**src/rtl/uart_pkg.sv**
```systemverilog
// Shared UART definitions: state encoding, default bit timing and frame-length constants.
package uart_pkg;

    typedef enum logic [2:0] {
        ST_IDLE   = 3'd0,
        ST_START  = 3'd1,
        ST_DATA   = 3'd2,
        ST_PARITY = 3'd3,
        ST_STOP   = 3'd4
    } uart_state_e;

    localparam int DEFAULT_CLKS_PER_BIT = 4;
    localparam int START_BITS           = 1;
    localparam int DATA_BITS            = 8;

    // Serial bits in one frame for a given parity/stop configuration.
    function automatic int frame_bits(input int parity_en, input int stop_bits);
        return START_BITS + DATA_BITS + parity_en + stop_bits;
    endfunction

endpackage

```
**src/rtl/uart_baud_tick.sv**
```systemverilog
// Reloadable baud down-counter. Counts from CLKS_PER_BIT-1 to 0 and holds at 0;
// tick_o is high for the single cycle the enabled count sits at 0.
module uart_baud_tick #(
    parameter int CLKS_PER_BIT = 4
) (
    input  logic clk,
    input  logic reset,
    input  logic en_i,
    input  logic load_i,
    output logic tick_o
);

    localparam int               CNT_W  = $clog2(CLKS_PER_BIT);
    localparam logic [CNT_W-1:0] RELOAD = CNT_W'(CLKS_PER_BIT - 1);

    logic [CNT_W-1:0] cnt_q, cnt_d;

    // Next count: a reload wins, otherwise count down and stick at zero.
    always_comb begin
        cnt_d = cnt_q;
        if (load_i) begin
            cnt_d = RELOAD;
        end else if (cnt_q != '0) begin
            cnt_d = cnt_q - CNT_W'(1);
        end
    end

    // Count register.
    always_ff @(posedge clk or negedge reset) begin
        if (!reset) begin
            cnt_q <= '0;
        end else begin
            cnt_q <= cnt_d;
        end
    end

    assign tick_o = en_i && (cnt_q == '0);

endmodule

```
**src/rtl/uart_tx.sv**
```systemverilog
// UART transmitter: valid/ready byte input, 8N1/8E1/8O1/8N2-style serial output,
// registered tx line and a one-cycle done pulse after the last stop bit.
module uart_tx
    import uart_pkg::*;
#(
    parameter int CLKS_PER_BIT = DEFAULT_CLKS_PER_BIT,
    parameter int PARITY_EN    = 0,
    parameter int PARITY_ODD   = 0,
    parameter int STOP_BITS    = 1
) (
    input  logic       clk,
    input  logic       reset,
    input  logic [7:0] din,
    input  logic       din_valid,
    output logic       din_ready,
    output logic       tx,
    output logic       busy,
    output logic       done
);

    localparam logic       ODD_BIT   = (PARITY_ODD != 0);
    localparam logic [2:0] LAST_DATA = 3'(DATA_BITS - 1);
    localparam logic [2:0] LAST_STOP = 3'(STOP_BITS - 1);

    uart_state_e state_q, state_d;
    logic [7:0]  shift_q, shift_d;
    logic [2:0]  bit_idx_q, bit_idx_d;
    logic        parity_q, parity_d;
    logic        tx_q, tx_d;
    logic        done_q, done_d;
    logic        accept;
    logic        baud_en;
    logic        baud_load;
    logic        tick;

    assign din_ready = (state_q == ST_IDLE);
    assign busy      = !din_ready;
    assign accept    = din_valid && din_ready;
    assign baud_en   = (state_q != ST_IDLE);
    assign tx        = tx_q;
    assign done      = done_q;

    uart_baud_tick #(
        .CLKS_PER_BIT(CLKS_PER_BIT)
    ) u_baud (
        .clk   (clk),
        .reset (reset),
        .en_i  (baud_en),
        .load_i(baud_load),
        .tick_o(tick)
    );

    // Next-state, shift register, bit index and tx line decisions for the frame.
    always_comb begin
        // NOTE: every output of this block gets a default first so no path leaves
        // a variable unassigned, which would otherwise infer a latch.
        state_d   = state_q;
        shift_d   = shift_q;
        bit_idx_d = bit_idx_q;
        parity_d  = parity_q;
        tx_d      = tx_q;
        done_d    = 1'b0;
        baud_load = 1'b0;

        case (state_q)
            ST_IDLE: begin
                tx_d = 1'b1;
                if (accept) begin
                    state_d   = ST_START;
                    shift_d   = din;
                    parity_d  = (^din) ^ ODD_BIT;
                    bit_idx_d = '0;
                    tx_d      = 1'b0;
                    baud_load = 1'b1;
                end
            end
            ST_START: begin
                if (tick) begin
                    state_d   = ST_DATA;
                    tx_d      = shift_q[0];
                    shift_d   = {1'b0, shift_q[7:1]};
                    baud_load = 1'b1;
                end
            end
            ST_DATA: begin
                if (tick) begin
                    baud_load = 1'b1;
                    if (bit_idx_q == LAST_DATA) begin
                        bit_idx_d = '0;
                        if (PARITY_EN != 0) begin
                            state_d = ST_PARITY;
                            tx_d    = parity_q;
                        end else begin
                            state_d = ST_STOP;
                            tx_d    = 1'b1;
                        end
                    end else begin
                        bit_idx_d = bit_idx_q + 3'd1;
                        tx_d      = shift_q[0];
                        shift_d   = {1'b0, shift_q[7:1]};
                    end
                end
            end
            ST_PARITY: begin
                if (tick) begin
                    state_d   = ST_STOP;
                    tx_d      = 1'b1;
                    baud_load = 1'b1;
                end
            end
            ST_STOP: begin
                tx_d = 1'b1;
                if (tick) begin
                    if (bit_idx_q == LAST_STOP) begin
                        state_d   = ST_IDLE;
                        bit_idx_d = '0;
                        done_d    = 1'b1;
                    end else begin
                        bit_idx_d = bit_idx_q + 3'd1;
                        baud_load = 1'b1;
                    end
                end
            end
            default: begin
                state_d   = ST_IDLE;
                bit_idx_d = '0;
                tx_d      = 1'b1;
            end
        endcase
    end

    // Frame state registers; reset parks the line high and drops any frame in flight.
    always_ff @(posedge clk or negedge reset) begin
        if (!reset) begin
            state_q   <= ST_IDLE;
            shift_q   <= '0;
            bit_idx_q <= '0;
            parity_q  <= 1'b0;
            tx_q      <= 1'b1;
            done_q    <= 1'b0;
        end else begin
            // NOTE: non-blocking assignments so every register samples the
            // pre-edge values, independent of statement order.
            state_q   <= state_d;
            shift_q   <= shift_d;
            bit_idx_q <= bit_idx_d;
            parity_q  <= parity_d;
            tx_q      <= tx_d;
            done_q    <= done_d;
        end
    end

endmodule

```
**config.mk**
```make
export PLATFORM = sky130hd
export DESIGN_NAME = uart_tx
export DESIGN_NICKNAME = d
export VERILOG_FILES = /design/src/rtl/uart_pkg.sv /design/src/rtl/uart_baud_tick.sv /design/src/rtl/uart_tx.sv
export SDC_FILE = /design/constraint.sdc
export NUM_CORES = 1
export LEC_CHECK = 0
export BUFFER_PORTS_ARGS = -buffer_cell sky130_fd_sc_hd__buf_2
export CAP_MARGIN = 40
export CORE_ASPECT_RATIO = 1.2
export CORE_UTILIZATION = 40
export CTS_CLUSTER_SIZE = 20
export DETAILED_ROUTE_END_ITERATION = 8
export PLACE_DENSITY = 0.66
export SYNTH_ARGS = -nofsm -noshare
export SYNTH_HDL_FRONTEND = slang
export SYNTH_HIERARCHICAL = 1
export SYNTH_SLANG_ARGS = --single-unit
```
**constraint.sdc**
```tcl
create_clock -name clk -period 3 [get_ports clk]
set_input_delay 0.45 -clock clk [delete_from_list [all_inputs] [get_ports clk]]
set_output_delay 0.45 -clock clk [all_outputs]
set_load 0.02 [all_outputs]
```
======== Word-level counts from Yosys, hierarchy flattened ========
Cells that the tools add are included.
cells by class
  add/sub/neg operators ................... 2
  eq/ne operators ......................... 13
  muxes and demuxes ....................... 35
  bitwise operators ....................... 1
  reductions and logical operators ........ 16
operator list
  kind                                                 count
  2-to-1 mux 3 bit                                     12
  2-to-1 mux 8 bit                                     4
  one-hot mux 8 bit (3 select lines)                   1
  one-hot mux 3 bit (5 select lines)                   1
  != test 2 bit, second input constant                 7
  2-to-1 mux 1 bit                                     12
  one-hot mux 3 bit (4 select lines)                   1
  AND reduction 7 bit                                  1
  equality test 3 x 2 -> 1 bit, second input constant  2
  equality test 3 bit, second input constant           2
  zero test 3 bit                                      2
  nonzero test 3 bit                                   2
  AND reduction 5 bit                                  1
  2-to-1 mux 2 bit                                     2
  one-hot mux 1 bit (4 select lines)                   1
  AND reduction 4 bit                                  1
  nonzero test 2 bit                                   2
  adder 3 x 1 -> 3 bit, second input constant          1
  equality test 3 x 1 -> 1 bit, second input constant  1
  one-hot mux 1 bit (3 select lines)                   1
  AND reduction 3 bit                                  1
  OR reduction 3 bit                                   1
  logical AND 1 bit                                    2
  zero test 2 bit                                      1
  other kinds (5)                                      5
word-level totals
  bits in registers ....................... 18
  input bits .............................. 11

======== Depth between registers and ports, before layout ========
  depth after elaboration ................. 5
  gate-level depth with buffers ........... 9
  mapped depth without buffers ............ 7

======== Hierarchy ========
Netlist, hierarchy kept.
by module, submodules not included
  module          instances  cells an instance  area an instance (um2)  seq. area each (um2)
  uart_tx         1          94                 1051.0                  401.6
  uart_baud_tick  1          11                 112.6                   50.0

======== Worst setup path before layout ========
Ideal clock, no wire load.
  kind .................................... reg2reg
  from .................................... register state_q[2]
  to ...................................... register bit_idx_q[0]
  data arrival time ....................... 2.245 ns
  required time ........................... 2.875 ns
  slack ................................... 0.630 ns
  cell stages (with the launch flop) ...... 10
  path buffers ............................ 3
  clock period less this slack ............ 2.370 ns
  path through ............................ dfrtp_1 > buf_4 > buf_1 > or3_1 > and2_1 > buf_2 > nor3b_1 > o21ai_1 > and2_1 > mux2_4
between the ends
  word-level cells in the longest chain between the ends .. 4
ends and longest elaborated chain
  what                                    RTL line              source
  start, declared                         uart_tx.sv:25         uart_state_e state_q, state_d;
  start signal, assigned                  uart_tx.sv:144        state_q <= state_d;
  nonzero test 3 bit *                    uart_tx.sv:39         assign baud_en = (state_q != ST_IDLE);
  logical AND 1 bit *                     uart_baud_tick.sv:37  assign tick_o = en_i && (cnt_q == '0);
  named net tick                          uart_tx.sv:34         logic tick;
  != test 2 bit (no source line)          n/a
  AND reduction 4 bit (no source line) *  n/a
  end signal, assigned                    uart_tx.sv:146        bit_idx_q <= bit_idx_d;
  end, declared                           uart_tx.sv:27         logic [2:0] bit_idx_q, bit_idx_d;
Mark *: on every way through the listed nets, which the timed path passes. The rest lies on a longest branch.
A chain may end at the register's enable or synchronous reset.

======== Final worst setup path ========
  from .................................... register state_q[1]
  to ...................................... register shift_q[1]
between the ends
  word-level cells in the longest chain between the ends .. 4
ends and longest elaborated chain
  what                                    RTL line              source
  nonzero test 3 bit *                    uart_tx.sv:39
  logical AND 1 bit *                     uart_baud_tick.sv:37
  named net tick                          uart_tx.sv:34
  != test 2 bit (no source line)          n/a
  AND reduction 5 bit (no source line) *  n/a
  end signal, assigned                    uart_tx.sv:145        shift_q <= shift_d;
  end, declared                           uart_tx.sv:26         logic [7:0] shift_q, shift_d;
Marked as above.

==> reports/results.tsv <==
stage	metric	value	unit
clock_tree	cts.sink_count	18	
layout	fillCellCount	280	
synthesis	synth_compound_area_share	10.43	%
drt	wire_per_inst	13.59	um
synthesis	yosysUniqueCellTypes	40	
synthesis	syn_area_per_cell	11.08	um^2
worst_setup_path	cp.arrival	2530	ps
worst_setup_path	endpoint_kind	flip-flop	
place	dpl.cell_count	149	
synthesis	yosysWarnings	6	
timing	tightest_slew	521.5	ps
clock_tree	cts_root_buf	clkbuf_4	
drt	ant_nets	0	
worst_setup_path	cpMostUsedCell	mux2_4	
timing	clock_skew	16.36	ps
place	post-dp-hpwl	1.469	mm
layout	antennaDiodeCount	0	
timing	holdWs	59.44	ps
pwr	peakVddDrop	607.8	uV
layout	drive_gt1_share	29.41	%
synthesis	ys_ff_latch	18	
worst_setup_path	cp_max_fo	15	
synthesis	syn_nets	120	
floorplanning	die_w	51.24	um
worst_setup_path	cp_slowest_stage_delay	570	ps
clock_tree	cts_setup_buffers	0	
clock_tree	clock_path_buffers	2	
drt	drcViolationCount	0	
synthesis	muxShareOfSynthArea	19.68	%
worst_setup_path	path_delay_family	simple AND/OR/NAND/NOR gates	
drt	viasPerCell	5.111	
drt	vias	782	
synthesis	yosys.area.top_type	dfrtp_1	
status	status	complete, no violations	
pwr	leakage	0.6178	nW
place	place_area	0.001257	mm^2
clock_tree	cts-resized-gates	0	
global_route	gr-total-overflow	0	
worst_setup_path	path_class	reg2reg	
layout	final_cells	153	
global_route	grt.total_usage	15.20	%
worst_setup_path	worst-path-buf-inv	0	
synthesis	synthAdderAreaFrac	4.301	%
synthesis	synth.cell_area	0.001164	mm^2
place	finalWeightedCongestion	0.8278	
hold_path	hold_class	in2async	
floorplanning	start_util	41.78	%
global_route	grt_pass1_wl	3.429	mm
synthesis	synthTopCellsByArea	dfrtp_1, mux2_4, mux2_1, ha_1, dfstp_2	
timing	hold_viol_final	0	
worst_setup_path	cp_slowest_cell	dfrtp_1	
drt	routed_wl	2.080	mm
timing	grt_setup_unrepaired	no	
synthesis	synth_edf_count	0	
pwr	power_density	1096	mW/mm^2
clock_tree	cts_tree	done	
layout	final_cell_mix	dfrtp_1, buf_2, mux2_4	
timing	final.setup.tns	0	ps
clock_tree	cts_hold_buf	0	
timing	slew_viol_final	0	
worst_setup_path	path_cells	or3_1 > and2_1 > mux2_4 > a21oi_4 > nor2_8 > mux2_4	
synthesis	syn_inst	105	
timing	fin_crit_sh	78.34	%
synthesis	synth_ff_type	dfrtp_1	
floorplanning	num_rows	21	
pwr	power.total	0.001407	W
place	portBuffers	14	
clock_tree	clk_latency	300	ps
timing	period_minus_slack	2350	ps
flow_run	maxCapViolations	0	
global_route	grt_max_degree	19	
worst_setup_path	worstPathRequired	3180	ps
floorplanning	die-area	0.003130	mm^2
timing	relSlewSlack	65.23	%
global_route	antenna_found_initial	0	
floorplanning	io_pins	15	
drt	drt_iter0_markers	12	
synthesis	synth_top_area_share	36.56	%
synthesis	ys_seq_area_share	38.82	%
layout	nNetsFinal	135	
clock_tree	path_clk_slew	120	ps
timing	finalSetupViolations	0	
synthesis	synth_xor_xnor_area_share	2.903	%
layout	area_delta_synth_final	10.32	%
layout	layout_commonest_cell	dfrtp_1	
drt	firstDrtPassIters	3	
synthesis	synth_top_family_by_area	multiplexers	
clock_tree	htree_levels	1	
clock_tree	cts_buffers	3	
floorplanning	die_height	61.09	um
timing	fmax	425.5	MHz
layout	final_cell_area	0.001284	mm^2
floorplanning	core-area	0.002785	mm^2
worst_setup_path	setup.worst_path.start_class	flip-flop	
synthesis	synthArstFlopShare	100.0	%
synthesis	synthSimpleGateAreaFrac	19.35	%
global_route	grt_pass1_vias	767	
==> per-stage QoR <==
step | setup WS [ps] | util [%]
5_1_grt | 541.1 | 46.09
3_5_place_dp | 666.4 | 45.15
4_1_cts | 647.8 | 46.09
2_1_floorplan | 629.9 | -
3_3_place_gp | 715.4 | 45.15
6_report | 649.8 | 46.09
==> logic make-up (layout without fill, tap and decap cells) <==
logic type	Yosys count	count (layout)
AOI/OAI and AO/OA	17	17
xor gates and xnor gates	3	3
adders and majority gates	4	4
buffers and inverters	12	26
DFF	18	18
muxes	17	17
and+or+nand+nor	34	34
==> worst paths after layout <==
kind	from	to	slack, ps	cells past startpoint
max	state_q[1]$_DFFE_PN0P_	shift_q[1]$_DFFE_PN0P_	650	6
min	reset	shift_q[0]$_DFFE_PN0P_	60	1
max reg2reg	state_q[1]$_DFFE_PN0P_	shift_q[1]$_DFFE_PN0P_	650	6
min reg2reg	shift_q[6]$_DFFE_PN0P_	shift_q[6]$_DFFE_PN0P_	520	1
max in group asynchronous	reset	tx$_DFFE_PN1P_	2590	1
min in group clk	din[3]	shift_q[3]$_DFFE_PN0P_	480	3
==> layout make-up <==
class	instances	area [um^2]	area share, %
flip-flops and latches	18	451.7	35.19
repair buffers	15	77.57	6.043
inverters	7	26.28	2.047
multi-input cells	75	659.4	51.36
clock buffers	4	26.28	2.047
well taps	34	42.54	3.314
==> registers in the layout, indices dropped and copies added (netlist names) <==
name          flops
bit_idx_q         3
done              1
shift_q           8
state_q           3
tx                1
u_baud/cnt_q      2
==> power breakdown <==
group / internal (W) / total, W / switching, W
sequential: 0.000354 / 0.000466 / 0.000112
clock: 0.0000518 / 0.000131 / 0.0000793
combinational: 0.000433 / 0.000810 / 0.000377
total: 0.000839 / 0.00141 / 0.000568
==> synthesized netlist by cell type (all sizes together), types with 2 or more instances <==
cell type and instances:
nor3b 3, nand2b 4, nor2 5, xnor2 2, inv 7, nor3 3
mux2 17, ha 4, a21o 2, a31oi 2, dfrtp 17, a21oi 5
nor2b 3, and2 2, nand2 3, o21ai 4, buf 5, nand3 4
==> per-layer routing <==
layer,vias to the layer above,share of wire (%),GRT usage [%]
met5,-,0,0
met4,0,1.9,8.108
met3,4,3.9,2.469
met2,15,45,24.25
met1,364,50,20.03
li1,399,-,-
(Power assumes the default switching activity.)
